### src/rtl/jkc_ctrl.sv
// Command-driven sequencer for the JK counter: LOAD/UP/DOWN/NOP commands over valid/ready,
// stepping a count register one step per clock towards a target with done/abort/wrap reporting.
module jkc_ctrl #(
    parameter int unsigned WIDTH = 3
) (
    input  logic             clk,
    input  logic             rst_n,
    input  logic             cmd_valid,
    output logic             cmd_ready,
    input  logic [1:0]       cmd_op,
    input  logic [WIDTH-1:0] cmd_arg,
    input  logic             abort,
    output logic [WIDTH-1:0] count,
    output logic             busy,
    output logic             done,
    output logic             aborted,
    output logic             wrap
);

    localparam logic [1:0] OP_LOAD = 2'b00;
    localparam logic [1:0] OP_UP   = 2'b01;
    localparam logic [1:0] OP_DOWN = 2'b10;
    localparam logic [1:0] OP_NOP  = 2'b11;

    typedef enum logic [1:0] {
        S_IDLE = 2'd0,
        S_RUN  = 2'd1,
        S_DONE = 2'd2
    } state_t;

    state_t           state;
    state_t           state_nxt;
    logic [WIDTH-1:0] count_q;
    logic [WIDTH-1:0] target_q;
    logic             dir_q;      // 1 = counting down
    logic             aborted_q;
    logic             wrap_q;

    logic             accept;
    logic [WIDTH-1:0] step_val;
    logic             step_wrap;

    assign accept    = cmd_valid && (state == S_IDLE);
    assign step_val  = dir_q ? (count_q - WIDTH'(1)) : (count_q + WIDTH'(1));
    assign step_wrap = dir_q ? (count_q == '0) : (count_q == '1);

    // State register
    always_ff @(posedge clk or negedge rst_n) begin
        if (!rst_n) begin
            state <= S_IDLE;
        end else begin
            state <= state_nxt;
        end
    end

    // Next-state logic
    always_comb begin
        state_nxt = state;
        case (state)
            S_IDLE: begin
                if (accept) begin
                    if ((cmd_op == OP_LOAD) || (cmd_op == OP_NOP) || (cmd_arg == count_q)) begin
                        state_nxt = S_DONE;
                    end else begin
                        state_nxt = S_RUN;
                    end
                end
            end
            S_RUN: begin
                if (abort || (step_val == target_q)) begin
                    state_nxt = S_DONE;
                end
            end
            S_DONE:  state_nxt = S_IDLE;
            default: state_nxt = S_IDLE;
        endcase
    end

    // Count datapath and registered status flags
    always_ff @(posedge clk or negedge rst_n) begin
        if (!rst_n) begin
            count_q   <= '0;
            target_q  <= '0;
            dir_q     <= 1'b0;
            aborted_q <= 1'b0;
            wrap_q    <= 1'b0;
        end else begin
            wrap_q <= 1'b0;
            case (state)
                S_IDLE: begin
                    if (accept) begin
                        case (cmd_op)
                            OP_LOAD: count_q <= cmd_arg;
                            OP_UP: begin
                                target_q <= cmd_arg;
                                dir_q    <= 1'b0;
                            end
                            OP_DOWN: begin
                                target_q <= cmd_arg;
                                dir_q    <= 1'b1;
                            end
                            default: ;
                        endcase
                    end
                end
                S_RUN: begin
                    // Abort wins over a pending step, including the final one
                    if (abort) begin
                        aborted_q <= 1'b1;
                    end else begin
                        count_q <= step_val;
                        wrap_q  <= step_wrap;
                    end
                end
                S_DONE:  aborted_q <= 1'b0;
                default: ;
            endcase
        end
    end

    // Output decode from registered state
    always_comb begin
        cmd_ready = (state == S_IDLE);
        busy      = (state != S_IDLE);
        done      = (state == S_DONE);
        count     = count_q;
        aborted   = aborted_q;
        wrap      = wrap_q;
    end

endmodule

### config.mk
export PLATFORM = sky130hd
export DESIGN_NAME = jkc_ctrl
export DESIGN_NICKNAME = d
export VERILOG_FILES = /design/src/rtl/jkc_ctrl.sv
export SDC_FILE = /design/constraint.sdc
export NUM_CORES = 1
export LEC_CHECK = 0
export ABC_AREA = 1
export BUFFER_PORTS_ARGS = -buffer_cell sky130_fd_sc_hd__buf_2
export CAP_MARGIN = 30
export CORE_AREA = 4 4 41 43
export DETAILED_ROUTE_END_ITERATION = 8
export DIE_AREA = 0 0 45 47
export PLACE_DENSITY_LB_ADDON = 0.3
export RECOVER_POWER = 100
export SETUP_SLACK_MARGIN = 0.4
export SLEW_MARGIN = 0
export SYNTH_ARGS = -nofsm -noshare
export SYNTH_HDL_FRONTEND = slang
export SYNTH_SLANG_ARGS = --single-unit
export TNS_END_PERCENT = 5
### constraint.sdc
create_clock -name clk -period 2.4 [get_ports clk]
set_input_delay 0.72 -clock clk [delete_from_list [all_inputs] [get_ports clk]]
set_output_delay 0.72 -clock clk [all_outputs]
set_load 0.005 [all_outputs]
# == After elaboration in Yosys (flattened, before gate mapping) ==
# Index checks and enable logic that the tools add are counted.
# word_totals
ff_bits,11
inputBits,9
elab_cells,53
# op_classes
add_sub_neg,2
eq_ne,13
muxes,15
n_reduce_logical,17
# ops
operator,count
$mux 3,4
$reduce_bool 2->1,4
$eq 2x2->1 const B,3
$eq 3x3->1,2
$mux 2,3
$ne 2x2->1 const B,3
$pmux 3 s2,1
$reduce_and 3->1,2
$eq 2x1->1 const B,2
$logic_not 2->1,2
$mux 1,4
$ne 2x1->1 const B,2
$pmux 1 s2,2
$pmux 2 s2,1
$reduce_and 2->1,2
$reduce_and 4->1,1
$add 3x1->3 const B,1
$eq 3x3->1 const B,1
$logic_not 3->1,1
$logic_or 1x1->1,3
$sub 3x1->3 const B,1
$reduce_or 2->1,1
$logic_and 1x1->1,1

# == Depth between registers and ports, before layout ==
# Gate-level depths: netlist of run 1.
# logic_depth
depth_word,6
ltp_mapped,8
ltp_nobuf,8

# == Least setup slack after synthesis of run 1 ==
# OpenSTA, ideal clock, no wires.
# synth_path
path_type,input -> register
start,input port cmd_op[0]
end,register target_q[0]
setup_time_ns,0.116
t_arrival_ns,1.498
t_required_ns,2.284
setup_slack_ns,0.785
path_stages,7
n_path_buf,0
path_cell_list,inv_1 ha_1 inv_1 nor3_4 inv_2 nand2_1 nand2_1
# synth_via
elab_chain_cells,3
# synth_rtl
item,line,source
from (decl),10,"input logic [1:0] cmd_op,"
$eq 2x2->1 / $eq 2x1->1 (equally long branches),92,case (cmd_op)
$reduce_or 2->1 (no source line) *,-,
$reduce_and 3->1 (no source line) *,-,
to (signal assigned),95,target_q <= cmd_arg;
to (signal assigned),99,target_q <= cmd_arg;
to (decl),34,logic [WIDTH-1:0] target_q;
# Mark *: on every way between the ends. The rest lies on a longest branch, timed or not.
# A chain may end at the register's enable or synchronous reset.

# == Worst setup path in the final report of run 1 ==
# layout_path
start,register state[0]
end,output port busy
# layout_via
elab_chain_cells,1
# layout_rtl
item,line,source
from (decl),31,state_t state;
from (signal assigned),52,state <= state_nxt;
$reduce_bool 2->1,124,busy = (state != S_IDLE);
to (decl),14,"output logic busy,"
# Every way passes these cells.

==> run metrics, run 1 <==
status complete, no violations; Worst EP arrival 1.12 ns; Post-CTS Hold Fix Bufs 0; design area 778 um2; 1st-pass router iterations 4; maximum VDD drop 0.698 mV; commonest cells in the netlist nand2_1 (23), inv_1 (13), dfrtp_1 (11); sequential element share of the synthesized area 39.9%; Slew @ Worst Pin 0.742 ns; #FFs+latches synth 11; global route hottest layer met2; CTS tree done; fmax 544 MHz; Cell Pwr Density 1300 nW/um2; Synth top area share 39.9%; Vias/cell 5.15; nets 121; dpl hpwl 1210 um; layout cell share with drive strength beyond 1 15.7%; clock root cell clkbuf_4; Final Max Slew Viols 0; EDFF count, synth 0; leakage 0.428 nW; max-cap violations 0; Critical Path RT 1.68 ns; Clk pin slew, worst setup/hold paths 0.07 ns; routed vias 634; Finish-stage setup viols 0; clk buf depth 2; Skew-Pair Late Insertion Delay 0.28 ns; Placed Area 788 um2; CP startpoint kind flip-flop; RSZ-0062 raised after global routing no; Mean Syn Cell Area 7.83 um2; Synth Instances 88; Layout area overhead 12.9%; met1 Use GR 21.2%; Slew headroom 50.2%; Cell variety after synth 21; top-count cell post-synth nand2_1; initial DRC count 16; Synth area leader dfrtp_1; Die W 45 um; crit-path max FO 4; htree depth 1; global route overflow 0; top_reg_cell synth dfrtp_1; RePlAce Congestion 0.939; # diodes 0; largest net degree at the start of global routing 12; netlist area before placement 689 um2; Core Area 1300 um2; DRC violations left 0; Ys Warns 0; ANT nets after route 0; row count 13; Final Hold Fails 0; crit path time final 1.84 ns; setup TNS 0 ns; fin util 59.8%; Clock Sinks 11; post-cts resize count 0; Port-buffer cells 16; Die Y 47 um; CP Capture Type primary output; number of global-route vias before repair 609; first-pass GRT wire length 2660 um; met3 Use GR 7.28%; Post-CTS Setup Bufs 0; CP Class reg -> out; Die Area 2120 um2; CTS buffer count 3; WHS 0.415 ns; initial antenna violation count 0; Starting Density 53.0%; Post-synth ARST share 100%; synth top area cells dfrtp_1 (40%), nand2_1 (13%), inv_1 (7.1%), nand3_1 (5.1%), xnor2_1 (5.1%); Total GRT Usage 18.2%; crit share post-route 76.6%; total nets after synthesis 100; Hold Crit Class in -> async; total wire length 1540 um; drt wl/cell 12.6 um; Filler cells 133; Layout Skew 0.000585 ns; total power 1.01 mW; I/O pin cnt 17; met2 Use GR 29.7%
[layer usage]
layer	part of all wire (%)	up-vias
li1	-	316
met5	0	-
met1	38	292
met4	1.9	0
met2	51	22
met3	8.7	4
[through the flow]
step	worst slack, ns	std cells
6_report	0.561	123
5_1_grt	0.397	123
4_1_cts	0.602	123
3_5_place_dp	0.610	119
3_3_place_gp	0.658	119
2_1_floorplan	0.785	88
[worst max-delay path: stages (launching register included)]
cell	delay (ns)
dfrtp_1	0.41
nor2_1	0.19
clkinv_1	0.11
buf_2	0.13
[placed cells by master, fill, tap and decap left out]
cell / instances
dfrtp_1: 11
nand2_1: 25
o211a_1: 1
a21oi_1: 4
nand3_1: 7
clkbuf_1: 5
o21ai_0: 4
clkinv_1: 1
nor2_1: 6
o22ai_1: 2
clkbuf_4: 3
clkbuf_2: 1
ha_1: 2
nor3_1: 1
inv_2: 2
o21ai_1: 1
a31oi_1: 1
buf_2: 11
xor2_1: 1
inv_1: 14
fa_1: 1
xnor2_1: 4
[cells by family after synthesis]
logic type	share of synthesized area, %
compound gates	10.7
fa+ha+maj	6.53
flops	39.9
xor+xnor	6.35
buf+inv	9.26
simple gates	27.2
[flip-flops by register name (all words and copies together) (netlist names)]
register and count:
aborted 1, target_q 3, state 2, count 3
dir_q 1, wrap 1
[path summary, 6_finish.rpt]
check	from	end	slack, ns	cells after the start
worst max-delay path	state[0]$_DFFE_PN0P_	busy	0.56	3
max in group asynchronous	rst_n	count[2]$_DFFE_PN0P_	1.60	1
worst min register to register	target_q[0]$_DFFE_PN0P_	target_q[0]$_DFFE_PN0P_	0.52	2
worst max register to register	state[0]$_DFFE_PN0P_	dir_q$_DFFE_PN0P_	0.78	4
min in group clk	target_q[0]$_DFFE_PN0P_	target_q[0]$_DFFE_PN0P_	0.52	2
worst min-delay path	rst_n	count[1]$_DFFE_PN0P_	0.41	1
[power by group]
| part | switching, mW | internal, mW |
|---|---|---|
| Combinational | 0.302 | 0.218 |
| Clock | 0.0674 | 0.0646 |
| Sequential | 0.0949 | 0.267 |
| Total | 0.464 | 0.549 |
[cell type report]
type,instances,area [um2],share of cell area (%)
multi-input cells,60,319,41.0
flip-flops and latches,11,275,35.4
repair buffers,16,75.1,9.65
inverters,17,63.8,8.20
clock buffers,4,26.3,3.38
well taps,15,18.8,2.41
(Power assumes the default switching activity.)
==> run 2: changes to the inputs <==
--- a/config.mk
+++ b/config.mk
@@ -5,12 +5,12 @@
 export SDC_FILE = /design/constraint.sdc
 export NUM_CORES = 1
 export LEC_CHECK = 0
-export ABC_AREA = 1
+export ABC_AREA = 0
 export BUFFER_PORTS_ARGS = -buffer_cell sky130_fd_sc_hd__buf_2
 export CAP_MARGIN = 30
-export CORE_AREA = 4 4 41 43
+export CORE_MARGIN = 4
+export CORE_UTILIZATION = 45
 export DETAILED_ROUTE_END_ITERATION = 8
-export DIE_AREA = 0 0 45 47
 export PLACE_DENSITY_LB_ADDON = 0.3
 export RECOVER_POWER = 100
 export SETUP_SLACK_MARGIN = 0.4
==> constraint.sdc (replaced) <==
create_clock -name clk -period 1.6 [get_ports clk]
set_input_delay 0.48 -clock clk [delete_from_list [all_inputs] [get_ports clk]]
set_output_delay 0.48 -clock clk [all_outputs]
set_load 0.005 [all_outputs]
==> run 2 against run 1 <==
Net effect:
- wire length is 9.1% lower
- synthesized area is 2.7% lower
- clock power is 45% higher
- non-clock buffer count is 7 higher
- synthesized cell count is 28% lower
- critical path type is now reg -> reg
- highest routed layer unchanged
==> run metrics, run 2 <==
layout cell share with drive strength beyond 1 45.5% (+30 points); R2R Path End state[0]$_DFFE_PN0P_; setup TNS 0 ns (unchanged); Hold Crit Class in -> async; R2R depth 5 (+1); drt wl/cell 13.6 um (+8.5%); # diodes 0 (unchanged); CTS buffer count 3 (unchanged); setup slack, reg-to-reg 0.05 ns (-0.73 ns); origin of the worst setup path dir_q$_DFFE_PN0P_; fin util 66.5% (+6.7 points); #FFs+latches synth 11 (unchanged); dpl cells 99 (-17%); Final Max Slew Viols 0 (unchanged); Switch Pwr 651 uW (+40%); sequential element share of the synthesized area 41.0% (+1.1 points); ANT nets after route 0 (unchanged); Cell Pwr Density 1930 nW/um2 (+48%); Clk pwr share 11.1% (-1.9 points); Ys Warns 0 (unchanged); Clock Sinks 11 (unchanged); total nets after synthesis 75 (-25%); top-count cell post-synth dfrtp_1; Clk pin slew, worst setup/hold paths 0.07 ns (about the same); Layout Cells excl Fill 103 (-16%); global route overflow 0 (unchanged); Synth Instances 63 (-28%); netlist area before placement 671 um2 (-2.7%); number of global-route vias before repair 508 (-17%); I/O pin cnt 17 (unchanged); DRC violations left 0 (unchanged); row count 13 (unchanged); top_reg_cell synth dfrtp_1; Crit path depth 5 (+2); RePlAce Congestion 0.785 (-16%); Buf+Inv Stages, Crit Path 0 (-2); Post-synth ARST share 100% (unchanged); Synth area leader dfrtp_1; Port-buffer cells 16 (unchanged); reg2reg start dir_q$_DFFE_PN0P_; htree depth 1 (unchanged); CTS tree done; Finish-stage setup viols 0 (unchanged); Placed Area 811 um2 (+2.9%); max-cap violations 0 (unchanged); clock root cell clkbuf_4; Worst path slowest cell dfrtp_1; crit path time final 1.55 ns; Starting Density 49.7% (-3.3 points); Die W 46.6 um (+3.6%); Core Area 1350 um2 (+3.7%); dpl hpwl 1070 um (-11%); Vias/cell 5.28 (+2.5%); commonest non-fill, non-tap cell in the layout buf_2; PnR worst setup slack 0.0477 ns (-0.514 ns); max incr delay on CP 0.41 ns (about the same); most frequent cells in the layout buf_2 (12), dfrtp_1 (7), buf_6 (5), buf_4 (5); fmax 644 MHz; Post-CTS Hold Fix Bufs 0 (unchanged); design area 898 um2 (+15%); Layout area overhead 34.0%; Reg power frac 31.7% (-4.0 points); Synth top area share 41.0% (+1.1 points); first-pass GRT wire length 2290 um (-14%); Worst setup endpoint state[0]$_DFFE_PN0P_; WHS 0.184 ns (-0.231 ns); Critical Path RT 1.76 ns (+0.08 ns); initial antenna violation count 0 (unchanged); combinational power share 57.2% (+5.9 points); crit-path max FO 3 (-1); Worst EP arrival 1.71 ns (+0.59 ns); Slew @ Worst Pin 0.608 ns (-0.133 ns); Setup WS pre-CTS -0.0448 ns (-0.655 ns); total power 1.73 mW (+71%); CP Class reg -> reg; Die Area 2170 um2 (+2.7%); Cell variety after synth 27 (+29%); crit-path cells fa_2, xnor2_2, xnor2_1, a31oi_1, nand2b_1; clk buf depth 2 (unchanged); Worst path top cell family by delay flip-flops; RSZ-0062 raised after global routing yes; Filler cells 118 (-11%); Slew headroom 59.4% (+9.3 points); total wire length 1400 um (-9.1%); commonest cells in the netlist dfrtp_1 (11), o21ai_0 (6), inv_1 (4), xnor2_1 (4), xor2_1 (4); Internal 1.08 mW (+97%); routed vias 544 (-14%); 1st-pass router iterations 4 (unchanged); crit share post-route 97.0%; initial DRC count 8 (-8); maximum VDD drop 1.15 mV (+65%); EDFF count, synth 0 (unchanged); Switching Fraction 37.6% (-8.2 points); Die Y 46.6 um (-0.84%); Skew-Pair Late Insertion Delay 0.27 ns (about the same); leakage 0.432 nW (+0.96%); CP startpoint kind flip-flop; Final Hold Fails 0 (unchanged); status complete, no violations; Layout Skew 0.00271 ns (+0.00212 ns); Mean Syn Cell Area 10.6 um2 (+36%); nets 101 (-17%); Total GRT Usage 15.7% (-2.6 points); CP Capture Type flip-flop; largest net degree at the start of global routing 12 (unchanged); synth top area cells dfrtp_1 (41%), xnor2_1 (5.2%), xor2_1 (5.2%), o21ai_0 (4.5%), ha_1 (3.7%)
run 2: cell count changes in the layout (fill, tap and decap cells not counted), moves of 5 or more:
cell | previous run | this run
buf_6 | 0 | 5
nand2_1 | 25 | 2
inv_1 | 14 | 4
buf_4 | 0 | 5
nor2_1 | 6 | 1
nand3_1 | 7 | 0
run 2: final cells by class:
cell class | instances | area [um2] | area share [%]
inverters | 4 | 15.0 | 1.67
flip-flops and latches | 11 | 280 | 31.2
multi-input cells | 46 | 400 | 44.6
clock buffers | 4 | 26.3 | 2.92
well taps | 15 | 18.8 | 2.09
repair buffers | 23 | 158 | 17.5
run 2: cell families (layout without fill, tap and decap cells):
| group | Yosys count | count (layout) | synth area share, % |
|---|---|---|---|
| adders and majority gates | 3 | 3 | 6.72 |
| xor gates and xnor gates | 8 | 8 | 10.4 |
| AOI/OAI and AO/OA | 13 | 13 | 11.8 |
| DFF | 11 | 11 | 41.0 |
| muxes | 6 | 6 | 9.70 |
| buffers and inverters | 6 | 31 | 5.60 |
| and+or+nand+nor | 16 | 16 | 14.7 |
run 2: worst register-to-register path, cell delays in order, from the launching register on:
cell and delay, ns:
dfrtp_1 0.41, fa_2 0.41, xnor2_2 0.19, xnor2_1 0.16, a31oi_1 0.12, nand2b_1 0.16
run 2: routing by layer:
metal / track usage (%) / vias up / wire, um
met5: 0 / - / 0
met4: 11.9 / 0 / 23
met3: 3.91 / 4 / 93
met2: 23.6 / 19 / 647
met1: 18.8 / 248 / 639
li1: - / 273 / -
run 2: worst min-delay path by stage:
stage,startpoint,to,slack (ns),cells past startpoint
after floorplan,rst_n,aborted$_DFFE_PN0P_,0.18,0
after CTS,rst_n,aborted$_DFFE_PN0P_,0.06,1
after detailed placement,rst_n,aborted$_DFFE_PN0P_,0.36,1
after global placement,rst_n,aborted$_DFFE_PN0P_,0.36,1
after global routing,rst_n,aborted$_DFFE_PN0P_,0.22,1
final,rst_n,aborted$_DFFE_PN0P_,0.18,1
run 2: power groups by stage:
stage / clock network [mW] / logic (mW) / registers [mW]
CTS: 0.206 / 0.864 / 0.534
global placement: 0 / 0.833 / 0.530
detailed placement: 0 / 0.851 / 0.530
floorplan: 0 / 0.562 / 0.547
global route: 0.220 / 1.09 / 0.569
finish: 0.192 / 0.990 / 0.549
run 2: what timing repair did:
action | CTS | global route
pin swaps | 1 | 6
gates resized for setup | 2 | 19
setup endpoints to repair | 18 | 18
buffers inserted | 0 | 0
==> run 3: changes to the inputs <==
--- a/config.mk
+++ b/config.mk
@@ -11,6 +11,7 @@
 export CORE_MARGIN = 4
 export CORE_UTILIZATION = 45
 export DETAILED_ROUTE_END_ITERATION = 8
+export GPL_TIMING_DRIVEN = 0
 export PLACE_DENSITY_LB_ADDON = 0.3
 export RECOVER_POWER = 100
 export SETUP_SLACK_MARGIN = 0.4
==> run 3 against run 2 <==
Net effect:
- die area unchanged
- register-to-register slack improved by 0.03 ns
- total power is 0.85% lower
- setup slack improved by 0.030 ns
- flip-flop and latch count did not move
- largest cell class unchanged
==> run metrics, run 3 (synthesis results as in run 2) <==
routed vias 530 (-2.6%); 1st-pass router iterations 4 (unchanged); Slew headroom 61.1% (+1.7 points); htree depth 1 (unchanged); max-cap violations 0 (unchanged); DRC violations left 0 (unchanged); origin of the worst setup path state[0]$_DFFE_PN0P_; most frequent cells in the layout buf_2 (11), buf_6 (6), dfrtp_1 (6); setup TNS 0 ns (unchanged); CP Class reg -> out; Cell Pwr Density 1920 nW/um2 (-0.16%); # diodes 0 (unchanged); Buf+Inv Stages, Crit Path 2 (+2); Final Hold Fails 0 (unchanged); Die Y 46.6 um (unchanged); Worst path slowest cell dfrtp_2; leakage 0.422 nW (-2.3%); clock root cell clkbuf_4; Layout area overhead 33.0%; R2R depth 5 (unchanged); CP Capture Type primary output; fin util 66.1% (-0.46 points); global route overflow 0 (unchanged); status complete, no violations; Clk pin slew, worst setup/hold paths 0.07 ns (about the same); Die W 46.6 um (unchanged); first-pass GRT wire length 2280 um (-0.31%); Finish-stage setup viols 0 (unchanged); CP startpoint kind flip-flop; drt wl/cell 13.6 um (about the same); setup slack, reg-to-reg 0.08 ns (+0.03 ns); largest net degree at the start of global routing 12 (unchanged); Setup WS pre-CTS -0.0397 ns (+0.00508 ns); row count 13 (unchanged); crit share post-route 95.1% (-1.9 points); initial antenna violation count 0 (unchanged); nets 100 (-0.99%); Layout Skew 0.00321 ns (+0.000497 ns); Vias/cell 5.20 (-1.6%); Crit path depth 3 (-2); I/O pin cnt 17 (unchanged); crit-path cells nor2_4, inv_1, buf_2; clk buf depth 2 (unchanged); Skew-Pair Late Insertion Delay 0.27 ns (about the same); Clock Sinks 11 (unchanged); reg2reg start dir_q$_DFFE_PN0P_; Hold Crit Class in -> async; initial DRC count 20 (+12); crit path time final 1.52 ns (-0.0299 ns); Worst path top cell family by delay flip-flops; Final Max Slew Viols 0 (unchanged); Port-buffer cells 16 (unchanged); Slew @ Worst Pin 0.583 ns (-0.0251 ns); Worst EP arrival 1.04 ns (-0.67 ns); RSZ-0062 raised after global routing yes; max incr delay on CP 0.45 ns (+0.04 ns); number of global-route vias before repair 514 (+1.2%); Total GRT Usage 15.5% (-0.15 points); Die Area 2170 um2 (unchanged); PnR worst setup slack 0.0776 ns (+0.0299 ns); crit-path max FO 4 (+1); ANT nets after route 0 (unchanged); total wire length 1390 um (-1.0%); Core Area 1350 um2 (unchanged); layout cell share with drive strength beyond 1 42.5% (-2.9 points); commonest non-fill, non-tap cell in the layout buf_2; RePlAce Congestion 0.801 (+2.1%); Starting Density 49.7% (unchanged); R2R Path End state[0]$_DFFE_PN0P_; maximum VDD drop 1.03 mV (-10%); Critical Path RT 1.12 ns (-0.64 ns); CTS buffer count 3 (unchanged); dpl hpwl 929 um (-13%); Filler cells 122 (+3.4%); fmax 657 MHz (+2.0%); CTS tree done; Post-CTS Hold Fix Bufs 0 (unchanged)
## run 3: per-stage QoR
stage               hold WS [ns]  cell area (um2)  instances  power, mW
global placement           0.363              781         94       1.29
floorplan                  0.184              682         63       1.11
detailed placement         0.359              781         94       1.32
global route               0.197              892        102       1.86
finish                     0.176              892        102       1.72
CTS                       0.0634              847        102       1.61
## run 3: power breakdown
| group | switching, mW | internal [mW] |
|---|---|---|
| combinational | 0.406 | 0.565 |
| clock | 0.0954 | 0.0966 |
| sequential | 0.143 | 0.410 |
## run 3: worst max-delay path by stage
stage / slack, ns / endpoint
final: 0.08 / busy
after global routing: -0.04 / state[0]$_DFFE_PN0P_
after CTS: 0.06 / state[0]$_DFFE_PN0P_
after detailed placement: -0.04 / target_q[2]$_DFFE_PN0P_
after global placement: -0.02 / state[0]$_DFFE_PN0P_
after floorplan: 0.08 / state[0]$_DFFE_PN0P_
## run 3: metal layers
| metal | share of wire [%] | vias up | track usage, % | routed length (um) |
|---|---|---|---|---|
| met5 | 0 | - | 0 | 0 |
| met1 | 43 | 246 | 18.8 | 602 |
| met4 | 0 | 0 | 6.82 | 0 |
| li1 | - | 264 | - | - |
| met3 | 8.6 | 0 | 5.86 | 119 |
| met2 | 48 | 20 | 24.2 | 667 |
## run 3: layout make-up
type	instances	area, um2	area share (%)
tap	15	18.8	2.10
timing repair buffer	20	130	14.6
clock buffer	4	26.3	2.95
sequential	11	282	31.6
inverter	4	15.0	1.68
buffer	2	16.3	1.82
multi-input combinational	46	404	45.3
## run 3: timing repair
action	in CTS	in global routing
resized for setup	5	17
setup buffers	4	0
pin swaps	1	4
endpoints found under the setup margin	18	18
## run 3: worst register-to-register path: stages (launching register included)
cell and delay, ns:
dfrtp_2 0.42, fa_2 0.40, xnor2_2 0.18, xnor2_1 0.15, a31oi_1 0.11, nand2b_1 0.15
